## src/rtl/print_sched_pkg.sv

```systemverilog
// Shared types and display constants for the print job scheduler.
package print_sched_pkg;

    typedef enum logic [2:0] {
        S_IDLE  = 3'd0,
        S_ISSUE = 3'd1,
        S_WAIT  = 3'd2,
        S_FAULT = 3'd3,
        S_DONE  = 3'd4
    } sched_state_t;

    localparam int unsigned SEG_W = 7;

    // Active-high segment patterns, bit order {g,f,e,d,c,b,a}
    localparam logic [SEG_W-1:0] SEG_IDLE  = 7'h3F;
    localparam logic [SEG_W-1:0] SEG_ISSUE = 7'h06;
    localparam logic [SEG_W-1:0] SEG_WAIT  = 7'h5B;
    localparam logic [SEG_W-1:0] SEG_FAULT = 7'h4F;
    localparam logic [SEG_W-1:0] SEG_DONE  = 7'h66;
    localparam logic [SEG_W-1:0] SEG_BLANK = 7'h00;

    function automatic logic [SEG_W-1:0] state_seg(input sched_state_t s);
        logic [SEG_W-1:0] seg;
        seg = SEG_BLANK;
        case (s)
            S_IDLE:  seg = SEG_IDLE;
            S_ISSUE: seg = SEG_ISSUE;
            S_WAIT:  seg = SEG_WAIT;
            S_FAULT: seg = SEG_FAULT;
            S_DONE:  seg = SEG_DONE;
            default: seg = SEG_BLANK;
        endcase
        return seg;
    endfunction

endpackage

```

## src/rtl/print_job_scheduler_if.sv

```systemverilog
// Requester and engine signal bundle around the print job scheduler.
interface print_job_scheduler_if #(
    parameter int unsigned NREQ  = 4,
    parameter int unsigned QBITS = 4
);
    logic [NREQ-1:0]       req;
    logic [NREQ*QBITS-1:0] qty;
    logic                  cancel;
    logic                  eng_ready;
    logic                  eng_page_done;
    logic                  eng_no_paper;
    logic                  eng_jam;
    logic                  eng_start;
    logic [NREQ-1:0]       grant;
    logic [NREQ-1:0]       ack;
    logic [QBITS-1:0]      remaining;
    logic                  fault_paper;
    logic                  fault_jam;
    logic [2:0]            state_o;

    modport master (
        output req, qty, cancel, eng_ready, eng_page_done, eng_no_paper, eng_jam,
        input  eng_start, grant, ack, remaining, fault_paper, fault_jam, state_o
    );

    modport slave (
        input  req, qty, cancel, eng_ready, eng_page_done, eng_no_paper, eng_jam,
        output eng_start, grant, ack, remaining, fault_paper, fault_jam, state_o
    );
endinterface

```

## src/rtl/print_job_scheduler_rr_arbiter.sv

```systemverilog
// Combinational round-robin pick: first set request above the pointer, wrapping.
module rr_arbiter #(
    parameter int unsigned NREQ = 4,
    localparam int unsigned PW  = (NREQ > 1) ? $clog2(NREQ) : 1
) (
    input  logic [NREQ-1:0] req,
    input  logic [PW-1:0]   pointer,
    output logic [NREQ-1:0] win,
    output logic            valid
);

    always_comb begin
        int unsigned idx;
        win   = '0;
        valid = 1'b0;
        idx   = 0;
        for (int unsigned i = 1; i <= NREQ; i++) begin
            idx = (32'(pointer) + i) % NREQ;
            if (!valid && req[PW'(idx)]) begin
                win[PW'(idx)] = 1'b1;
                valid         = 1'b1;
            end
        end
    end

endmodule

```

## src/rtl/print_job_scheduler.sv

```systemverilog
// Round-robin owner of one print engine; issues pages one at a time and
// pauses/reissues on paper-out or jam.
module print_job_scheduler
    import print_sched_pkg::*;
#(
    parameter int unsigned NREQ  = 4,
    parameter int unsigned QBITS = 4
) (
    input  logic                  clk_2,
    input  logic                  reset,
    print_job_scheduler_if.slave  bus
);

    localparam int unsigned PW = (NREQ > 1) ? $clog2(NREQ) : 1;

    sched_state_t     state_q, state_d;
    logic [NREQ-1:0]  grant_q, grant_d;
    logic [NREQ-1:0]  ack_q, ack_d;
    logic             start_q, start_d;
    logic [QBITS-1:0] rem_q, rem_d;
    logic             fpaper_q, fpaper_d;
    logic             fjam_q, fjam_d;
    logic [PW-1:0]    ptr_q, ptr_d;
    logic [PW-1:0]    owner_q, owner_d;

    logic [NREQ-1:0]  arb_win;
    logic             arb_valid;
    logic [PW-1:0]    win_idx;
    logic [QBITS-1:0] win_qty;
    logic             eng_fault;

    rr_arbiter #(.NREQ(NREQ)) u_arb (
        .req     (bus.req),
        .pointer (ptr_q),
        .win     (arb_win),
        .valid   (arb_valid)
    );

    // One-hot winner to index, for qty selection and the pointer update
    always_comb begin
        win_idx = '0;
        for (int unsigned i = 0; i < NREQ; i++) begin
            if (arb_win[i]) win_idx = PW'(i);
        end
    end

    assign win_qty   = bus.qty[32'(win_idx)*QBITS +: QBITS];
    assign eng_fault = bus.eng_no_paper | bus.eng_jam;

    always_ff @(posedge clk_2 or posedge reset) begin
        if (reset) begin
            state_q  <= S_IDLE;
            grant_q  <= '0;
            ack_q    <= '0;
            start_q  <= 1'b0;
            rem_q    <= '0;
            fpaper_q <= 1'b0;
            fjam_q   <= 1'b0;
            ptr_q    <= PW'(NREQ - 1);
            owner_q  <= '0;
        end else begin
            state_q  <= state_d;
            grant_q  <= grant_d;
            ack_q    <= ack_d;
            start_q  <= start_d;
            rem_q    <= rem_d;
            fpaper_q <= fpaper_d;
            fjam_q   <= fjam_d;
            ptr_q    <= ptr_d;
            owner_q  <= owner_d;
        end
    end

    always_comb begin
        state_d = state_q;
        grant_d = grant_q;
        ack_d   = '0;
        start_d = 1'b0;
        rem_d   = rem_q;
        ptr_d   = ptr_q;
        owner_d = owner_q;

        unique case (state_q)
            S_IDLE: begin
                if (arb_valid) begin
                    grant_d = arb_win;
                    owner_d = win_idx;
                    rem_d   = win_qty;
                    state_d = (win_qty == '0) ? S_DONE : S_ISSUE;
                end
            end
            S_ISSUE: begin
                if (bus.cancel) begin
                    rem_d   = '0;
                    state_d = S_DONE;
                end else if (bus.eng_ready && !eng_fault) begin
                    start_d = 1'b1;
                    state_d = S_WAIT;
                end
            end
            S_WAIT: begin
                // A page finishing alongside a fault still counts
                if (bus.cancel) begin
                    rem_d   = '0;
                    state_d = S_DONE;
                end else if (bus.eng_page_done) begin
                    rem_d = rem_q - QBITS'(1);
                    if (rem_d == '0)    state_d = S_DONE;
                    else if (eng_fault) state_d = S_FAULT;
                    else                state_d = S_ISSUE;
                end else if (eng_fault) begin
                    state_d = S_FAULT;
                end
            end
            S_FAULT: begin
                if (bus.cancel) begin
                    rem_d   = '0;
                    state_d = S_DONE;
                end else if (!eng_fault) begin
                    state_d = S_ISSUE;
                end
            end
            S_DONE: begin
                grant_d = '0;
                ptr_d   = owner_q;
                state_d = S_IDLE;
            end
            default: begin
                grant_d = '0;
                rem_d   = '0;
                state_d = S_IDLE;
            end
        endcase

        // Ack is present for exactly the single DONE cycle
        if (state_d == S_DONE) ack_d = grant_d;

        fpaper_d = (state_d == S_FAULT) && bus.eng_no_paper;
        fjam_d   = (state_d == S_FAULT) && bus.eng_jam;
    end

    assign bus.eng_start   = start_q;
    assign bus.grant       = grant_q;
    assign bus.ack         = ack_q;
    assign bus.remaining   = rem_q;
    assign bus.fault_paper = fpaper_q;
    assign bus.fault_jam   = fjam_q;
    assign bus.state_o     = 3'(state_q);

endmodule

```

## src/flat_wrapper.sv

```systemverilog
// flat-port wrapper written by rule: the top's interface ports become plain ports
module print_job_scheduler_flat import print_sched_pkg::*;
#(
    parameter int unsigned NREQ  = 4,
    parameter int unsigned QBITS = 4
)
  (clk_2, reset, bus_req, bus_qty, bus_cancel, bus_eng_ready, bus_eng_page_done, bus_eng_no_paper, bus_eng_jam, bus_eng_start, bus_grant, bus_ack, bus_remaining, bus_fault_paper, bus_fault_jam, bus_state_o);
  print_job_scheduler_if #(.NREQ(NREQ), .QBITS(QBITS)) bus_i ();
  input  logic clk_2;
  input  logic reset;
  input wire logic [$bits(bus_i.req)-1:0] bus_req;
  input wire logic [$bits(bus_i.qty)-1:0] bus_qty;
  input wire logic [$bits(bus_i.cancel)-1:0] bus_cancel;
  input wire logic [$bits(bus_i.eng_ready)-1:0] bus_eng_ready;
  input wire logic [$bits(bus_i.eng_page_done)-1:0] bus_eng_page_done;
  input wire logic [$bits(bus_i.eng_no_paper)-1:0] bus_eng_no_paper;
  input wire logic [$bits(bus_i.eng_jam)-1:0] bus_eng_jam;
  output wire logic [$bits(bus_i.eng_start)-1:0] bus_eng_start;
  output wire logic [$bits(bus_i.grant)-1:0] bus_grant;
  output wire logic [$bits(bus_i.ack)-1:0] bus_ack;
  output wire logic [$bits(bus_i.remaining)-1:0] bus_remaining;
  output wire logic [$bits(bus_i.fault_paper)-1:0] bus_fault_paper;
  output wire logic [$bits(bus_i.fault_jam)-1:0] bus_fault_jam;
  output wire logic [$bits(bus_i.state_o)-1:0] bus_state_o;
  assign bus_i.req = bus_req;
  assign bus_i.qty = bus_qty;
  assign bus_i.cancel = bus_cancel;
  assign bus_i.eng_ready = bus_eng_ready;
  assign bus_i.eng_page_done = bus_eng_page_done;
  assign bus_i.eng_no_paper = bus_eng_no_paper;
  assign bus_i.eng_jam = bus_eng_jam;
  assign bus_eng_start = bus_i.eng_start;
  assign bus_grant = bus_i.grant;
  assign bus_ack = bus_i.ack;
  assign bus_remaining = bus_i.remaining;
  assign bus_fault_paper = bus_i.fault_paper;
  assign bus_fault_jam = bus_i.fault_jam;
  assign bus_state_o = bus_i.state_o;
  print_job_scheduler #(.NREQ(NREQ), .QBITS(QBITS)) u_core (.clk_2(clk_2), .reset(reset), .bus(bus_i));
endmodule
```

## config.mk

```make
export PLATFORM = sky130hd
export DESIGN_NAME = print_job_scheduler_flat
export DESIGN_NICKNAME = d
export VERILOG_FILES = /design/src/rtl/print_sched_pkg.sv /design/src/rtl/print_job_scheduler_if.sv /design/src/rtl/print_job_scheduler_rr_arbiter.sv /design/src/rtl/print_job_scheduler.sv /design/src/flat_wrapper.sv
export SDC_FILE = /design/constraint.sdc
export NUM_CORES = 1
export LEC_CHECK = 0
export CORE_UTILIZATION = 50
export CTS_BUF_LIST = sky130_fd_sc_hd__clkbuf_4 sky130_fd_sc_hd__clkbuf_8
export CTS_CLUSTER_DIAMETER = 120
export DETAILED_ROUTE_END_ITERATION = 6
export GPL_TIMING_DRIVEN = 0
export PLACE_DENSITY = 0.81
export REMOVE_ABC_BUFFERS = 1
export SETUP_SLACK_MARGIN = 0.4
export SLEW_MARGIN = 15
export SYNTH_ARGS = -nofsm -noshare
export SYNTH_HDL_FRONTEND = slang
export SYNTH_SLANG_ARGS = --single-unit
```

## constraint.sdc

```tcl
create_clock -name clk_2 -period 4.6 [get_ports clk_2]
set_input_delay 0.92 -clock clk_2 [delete_from_list [all_inputs] [get_ports clk_2]]
set_output_delay 0.92 -clock clk_2 [all_outputs]
set_load 0.01 [all_outputs]
```

Yosys cells after proc, flatten, opt, wreduce, memory -nomap -nowiden
Cells that the tools add are included.
{"block": "totals", "ff_bits": 22, "elab_cells": 108}
{"block": "classes", "n_addsub": 5, "order_cmp": 8, "eq_ne": 9, "n_shift": 1, "mux": 50, "bitwise": 5, "n_reduce_logical": 21}
{"cell": "$mux 4", "count": 10}
{"cell": "$mux 3", "count": 10}
{"cell": "$mux 1", "count": 16}
{"cell": "$pmux 4 s4", "count": 1}
{"cell": "$shiftx 16x5->4", "count": 1}
{"cell": "$lt 2x3->1 const B", "count": 4}
{"cell": "$or 4x4->4", "count": 3}
{"cell": "$pmux 3 s4", "count": 1}
{"cell": "$logic_and 1x1->1", "count": 10}
{"cell": "$eq 3x2->1 const B", "count": 3}
{"cell": "$bmux 1 s2", "count": 4}
{"cell": "$demux 1 s2", "count": 4}
{"cell": "$ge 2x1->1 const B", "count": 4}
{"cell": "$logic_not 4->1", "count": 2}
{"cell": "$pmux 4 s2", "count": 1}
{"cell": "$eq 3x3->1 const B", "count": 2}
{"cell": "$mux 2", "count": 3}
{"cell": "$add 2x1->2 const B", "count": 2}
{"cell": "$add 2x2->2 const B", "count": 2}
{"cell": "$logic_not 1->1", "count": 4}
{"cell": "$ne 2x1->1 const B", "count": 2}
{"cell": "$reduce_and 4->1", "count": 1}
{"cell": "$sub 4x1->4 const B", "count": 1}
{"cell": "$eq 3x1->1 const B", "count": 1}
{"cell": "7 further kinds", "count": 7}

Longest topological paths before layout
{"block": "depth", "ltp_word": 23, "ltp_mapped": 11, "depth_no_buf": 10}

Cells and area by module
From an unflattened synthesis, not the netlist that was laid out.
{"block": "hier_totals", "cells_unflattened": 175, "hier_area_um2": 1649.1}
{"mod": "print_job_scheduler", "n_inst": 1, "cells_each": 127, "area_per_inst_um2": 1233.7}
{"mod": "rr_arbiter", "n_inst": 1, "cells_each": 48, "area_per_inst_um2": 415.4}

Worst setup path before layout
OpenSTA, ideal clock, no wires.
{"block": "synth_timing", "path_kind": "register -> register", "startpoint": "reg u_core.ptr_q[0]", "endpoint": "reg u_core.state_q[2] (netlist: u_core.bus.state_o[2])", "arrival_ns": 3.049, "required_time_ns": 4.482, "setup_slack_ns": 1.433, "stages_incl_launch_ff": 12, "n_path_buf": 1, "cell_sequence": "dfstp_2 buf_2 inv_1 ha_1 mux2i_1 o22ai_1 a2111oi_2 o21a_1 o22ai_1 o31a_1 and4b_1 a21o_1"}
{"block": "synth_via", "elab_chain_len": 21}
{"item": "start, declared", "line_no": "print_job_scheduler.sv:23", "rtl": "logic [PW-1:0] ptr_q, ptr_d;"}
{"item": "start signal, assigned", "line_no": "print_job_scheduler.sv:59", "rtl": "ptr_q <= PW'(NREQ - 1);"}
{"item": "start signal, assigned", "line_no": "print_job_scheduler.sv:69", "rtl": "ptr_q <= ptr_d;"}
{"item": "branches (longest 19 deep; another with $lt 2x3->1)"}
{"item": "$mux 3 (*)", "line_no": "print_job_scheduler.sv:85", "rtl": "if (arb_valid) begin"}
{"item": "$pmux 3 s4 (*)", "line_no": "print_job_scheduler.sv:83", "rtl": "unique case (state_q)"}
{"item": "via u_core.state_d[2]", "line_no": "print_job_scheduler.sv:16", "rtl": "sched_state_t state_q, state_d;"}
{"item": "end signal, assigned", "line_no": "print_job_scheduler.sv:62", "rtl": "state_q <= state_d;"}
{"item": "end, declared", "line_no": "print_job_scheduler.sv:16"}
Mark *: on every way through the listed nets, which the timed path passes. The select of a mux whose other input is x is not followed.
A chain may end at the register's enable or synchronous reset.

Final worst setup path
{"block": "layout_timing", "startpoint": "reg u_core.ptr_q[0]", "endpoint": "reg u_core.ack_q[0] (netlist: u_core.bus.ack[0])"}
{"block": "layout_via", "elab_chain_len": 23}
{"item": "branches (longest 22 deep; another with $lt 2x3->1)"}
{"item": "$mux 4 (*)", "line_no": "print_job_scheduler.sv:136", "rtl": "if (state_d == S_DONE) ack_d = grant_d;"}
{"item": "via u_core.ack_d[0]", "line_no": "print_job_scheduler.sv:18", "rtl": "logic [NREQ-1:0] ack_q, ack_d;"}
{"item": "end signal, assigned", "line_no": "print_job_scheduler.sv:64", "rtl": "ack_q <= ack_d;"}
{"item": "end, declared", "line_no": "print_job_scheduler.sv:18"}
Marks and branches as above.

==> results.yml <==
status:
  status: "complete, no violations"
sta:
  relSlewSlack_pct: 45.5
  tns_ns: 0
  min_period_over_period_pct: 78.1
  setup_viol: 0
  rsz0062_at_grt: "no"
  skew_ns: 0.00400
  worst_pin_slew_ns: 0.812
  post-route-min-period_ns: 3.59
  hold_viol: 0
  slew_violations: 0
  max_freq_mhz: 278
worst_setup_path:
  startpoint_type: "flop"
  path_max_fanout: 18
  crit_arrival_ns: 3.83
  r2r_setup_slack_ns: 1.01
  cp-end-kind: "flop"
  worst_ep_required_time_ns: 4.84
  criticalPathCategory: "flop to flop"
yosys:
  synth_edf_count: 0
  yosys.area_share.simple_pct: 23.3
  synth_top_family_by_area: "compound AO/OA/AOI/OAI gates"
  synthAdderAreaFrac_pct: 6.43
  ys_seq_area_share_pct: 31.6
  synth_async_sr_flop_share_pct: 100
  syn_area_sq_um: 1750
  synth-compound-area-share_pct: 23.3
  synth.mux.area_fraction_pct: 9.57
  ys_types: 55
  yosysWarnings: 0
  synth-xor-area-share_pct: 1.00
  ys_ff_latch: 22
  synth_flop_cell: "dfrtp_1"
  synthCells: 196
  avgSynthCellArea_sq_um: 8.94
final_layout:
  fill_cells: 277
  mostFrequentLayoutCell: "clkdlybuf4s50_1"
  drive_gt1_share_pct: 8.86
  num-nets-final: 274
  diodes: 0
  synthToLayoutAreaGrowth_pct: 28.9
  final_cells: 283
  mostFrequentLayoutCells: "clkdlybuf4s50_1, dfrtp_1, nand2_1, o21ai_0, nor2_1"
  final_util_pct: 67.7
route:
  ant_nets: 0
  drcViolationCount: 0
  via_per_inst: 5.79
  routed_wl_um: 4180
  dr_total_vias: 1639
  drtIter0Drc: 55
  routedWlPerCell_um: 14.8
  dr.pass1.iters: 4
floorplanning:
  fp.dieArea_sq_um: 3740
  start_util_pct: 52.5
  die-height_um: 61.2
  die_w_um: 61.2
  core_sq_um: 3340
  pin_count: 45
  rows: 21
clocking:
  postCtsSetupBuffers: 0
  clockRootBuffer: "clkbuf_4"
  cts_sinks: 22
  clk_pin_slew_ns: 0.13
  cts_resized: 0
  clk_latency_ns: 0.31
  cts-hold-fix-buffers: 0
  htreeDepth: 1
  cts_buffers: 3
  cts_tree: "yes"
  cts_buffer_depth: 2
worst_hold_path:
  min_path_type: "flop to flop"
power_and_ir_drop:
  ir_drop_uv: 438
  leakage_nw: 0.935
  powerDensity_nw_per_um2: 731
global_routing:
  grt_pass1_wl_um: 6430
  grt_max_degree: 23
  grt_usage_pct: 23.1
  grt_pass1_vias: 1446
  antenna_found_initial: 0
  overflow: 0
place:
  port_buffers: 44
  place_congestion: 0.867
  placedCellCount: 279
  dp_hpwl_um: 3170
flow_run:
  maxCapViolCount: 0
power breakdown:
group	switching, mW	internal [mW]
logic	0.624	0.509
clock network	0.0616	0.0881
registers	0.0916	0.277
cells by family after synthesis:
logic type,after synthesis
compound gates,55
flops,22
fa+ha+maj,9
simple gates,78
mux,12
buf+inv,18
xor+xnor,2
final timing paths:
kind / start / endpoint / depth (start not counted)
max reg2reg: u_core.ptr_q[0]$_DFFE_PP1N_ / u_core.bus.ack[0]$_DFF_PP0_ / 10
min reg2reg: u_core.owner_q[1]$_DFFE_PP0P_ / u_core.ptr_q[1]$_DFFE_PP1N_ / 1
max in group asynchronous: reset / u_core.bus.state_o[2]$_DFF_PP0_ / 2
min in group asynchronous: reset / u_core.bus.state_o[0]$_DFF_PP0_ / 2
max: u_core.ptr_q[0]$_DFFE_PP1N_ / u_core.bus.ack[0]$_DFF_PP0_ / 10
min: u_core.owner_q[1]$_DFFE_PP0P_ / u_core.ptr_q[1]$_DFFE_PP1N_ / 1
flip-flops by register name (all words and copies together), names as in the netlist:
register	flops
u_core.bus.ack	4
u_core.bus.eng_start	1
u_core.bus.fault_jam	1
u_core.bus.fault_paper	1
u_core.bus.grant	4
u_core.bus.remaining	4
u_core.bus.state_o	3
u_core.owner_q	2
u_core.ptr_q	2
cells in the mapped netlist, types with 2 or more instances:
cell type / number / area [sq um]
a211oi_1: 2 / 15.0
a21o_1: 3 / 22.5
a21oi_1: 3 / 15.0
a311oi_1: 2 / 17.5
and3_1: 4 / 25.0
buf_2: 2 / 10.0
buf_6: 2 / 22.5
clkbuf_1: 2 / 7.51
dfrtp_1: 20 / 500
dfstp_2: 2 / 52.6
ha_1: 9 / 113
inv_1: 11 / 41.3
mux2_2: 5 / 56.3
mux2i_1: 4 / 40.0
mux4_2: 2 / 45.0
nand2_1: 18 / 67.6
nand2b_1: 4 / 25.0
nand3_1: 6 / 30.0
nand4b_1: 4 / 35.0
nor2_1: 17 / 63.8
nor2b_1: 2 / 12.5
nor3_1: 10 / 50.1
nor3b_1: 4 / 30.0
o21ai_0: 18 / 90.1
o21ai_1: 3 / 15.0
o22a_1: 2 / 17.5
o22ai_1: 6 / 37.5
o31a_1: 2 / 17.5
area by class of cell:
cell class | count | area, sq um | share of cell area [%]
clock inverter | 1 | 30.0 | 1.33
clock buffer | 3 | 22.5 | 0.997
tap | 46 | 57.6 | 2.55
timing repair buffer | 44 | 440 | 19.5
inverter | 11 | 41.3 | 1.83
sequential | 22 | 553 | 24.5
multi-input combinational | 156 | 1110 | 49.3
metrics by stage:
stage / instance area [sq um] / worst slack (ns) / total power, mW / hold WS [ns]
after floorplan: 1710 / 1.51 / 1.15 / 0.477
after global placement: 2210 / 0.714 / 1.46 / 0.493
after detailed placement: 2210 / 0.725 / 1.48 / 0.501
after CTS: 2260 / 1.05 / 1.63 / 0.531
after global routing: 2260 / 0.862 / 1.78 / 0.543
final: 2260 / 1.01 / 1.65 / 0.533
worst max-delay path, cell delays in order (launching register included):
cell and delay (ns):
dfstp_2 0.75, inv_1 0.16, ha_1 0.41, mux2i_1 0.25, o22ai_1 0.14, a2111oi_2 0.53
o21ai_2 0.22, o2bb2ai_1 0.17, o31ai_1 0.46, nand2_1 0.22, o21ai_0 0.20
per-layer routing:
| metal | GRT usage, % | up-vias | wire (um) |
|---|---|---|---|
| met5 | 0 | - | 0 |
| met4 | 4.22 | 0 | 36 |
| met3 | 5.04 | 4 | 196 |
| met2 | 36.3 | 45 | 1950 |
| met1 | 32.9 | 782 | 1990 |
| li1 | - | 808 | - |
Note: power is estimated with default switching activity, not from simulation.
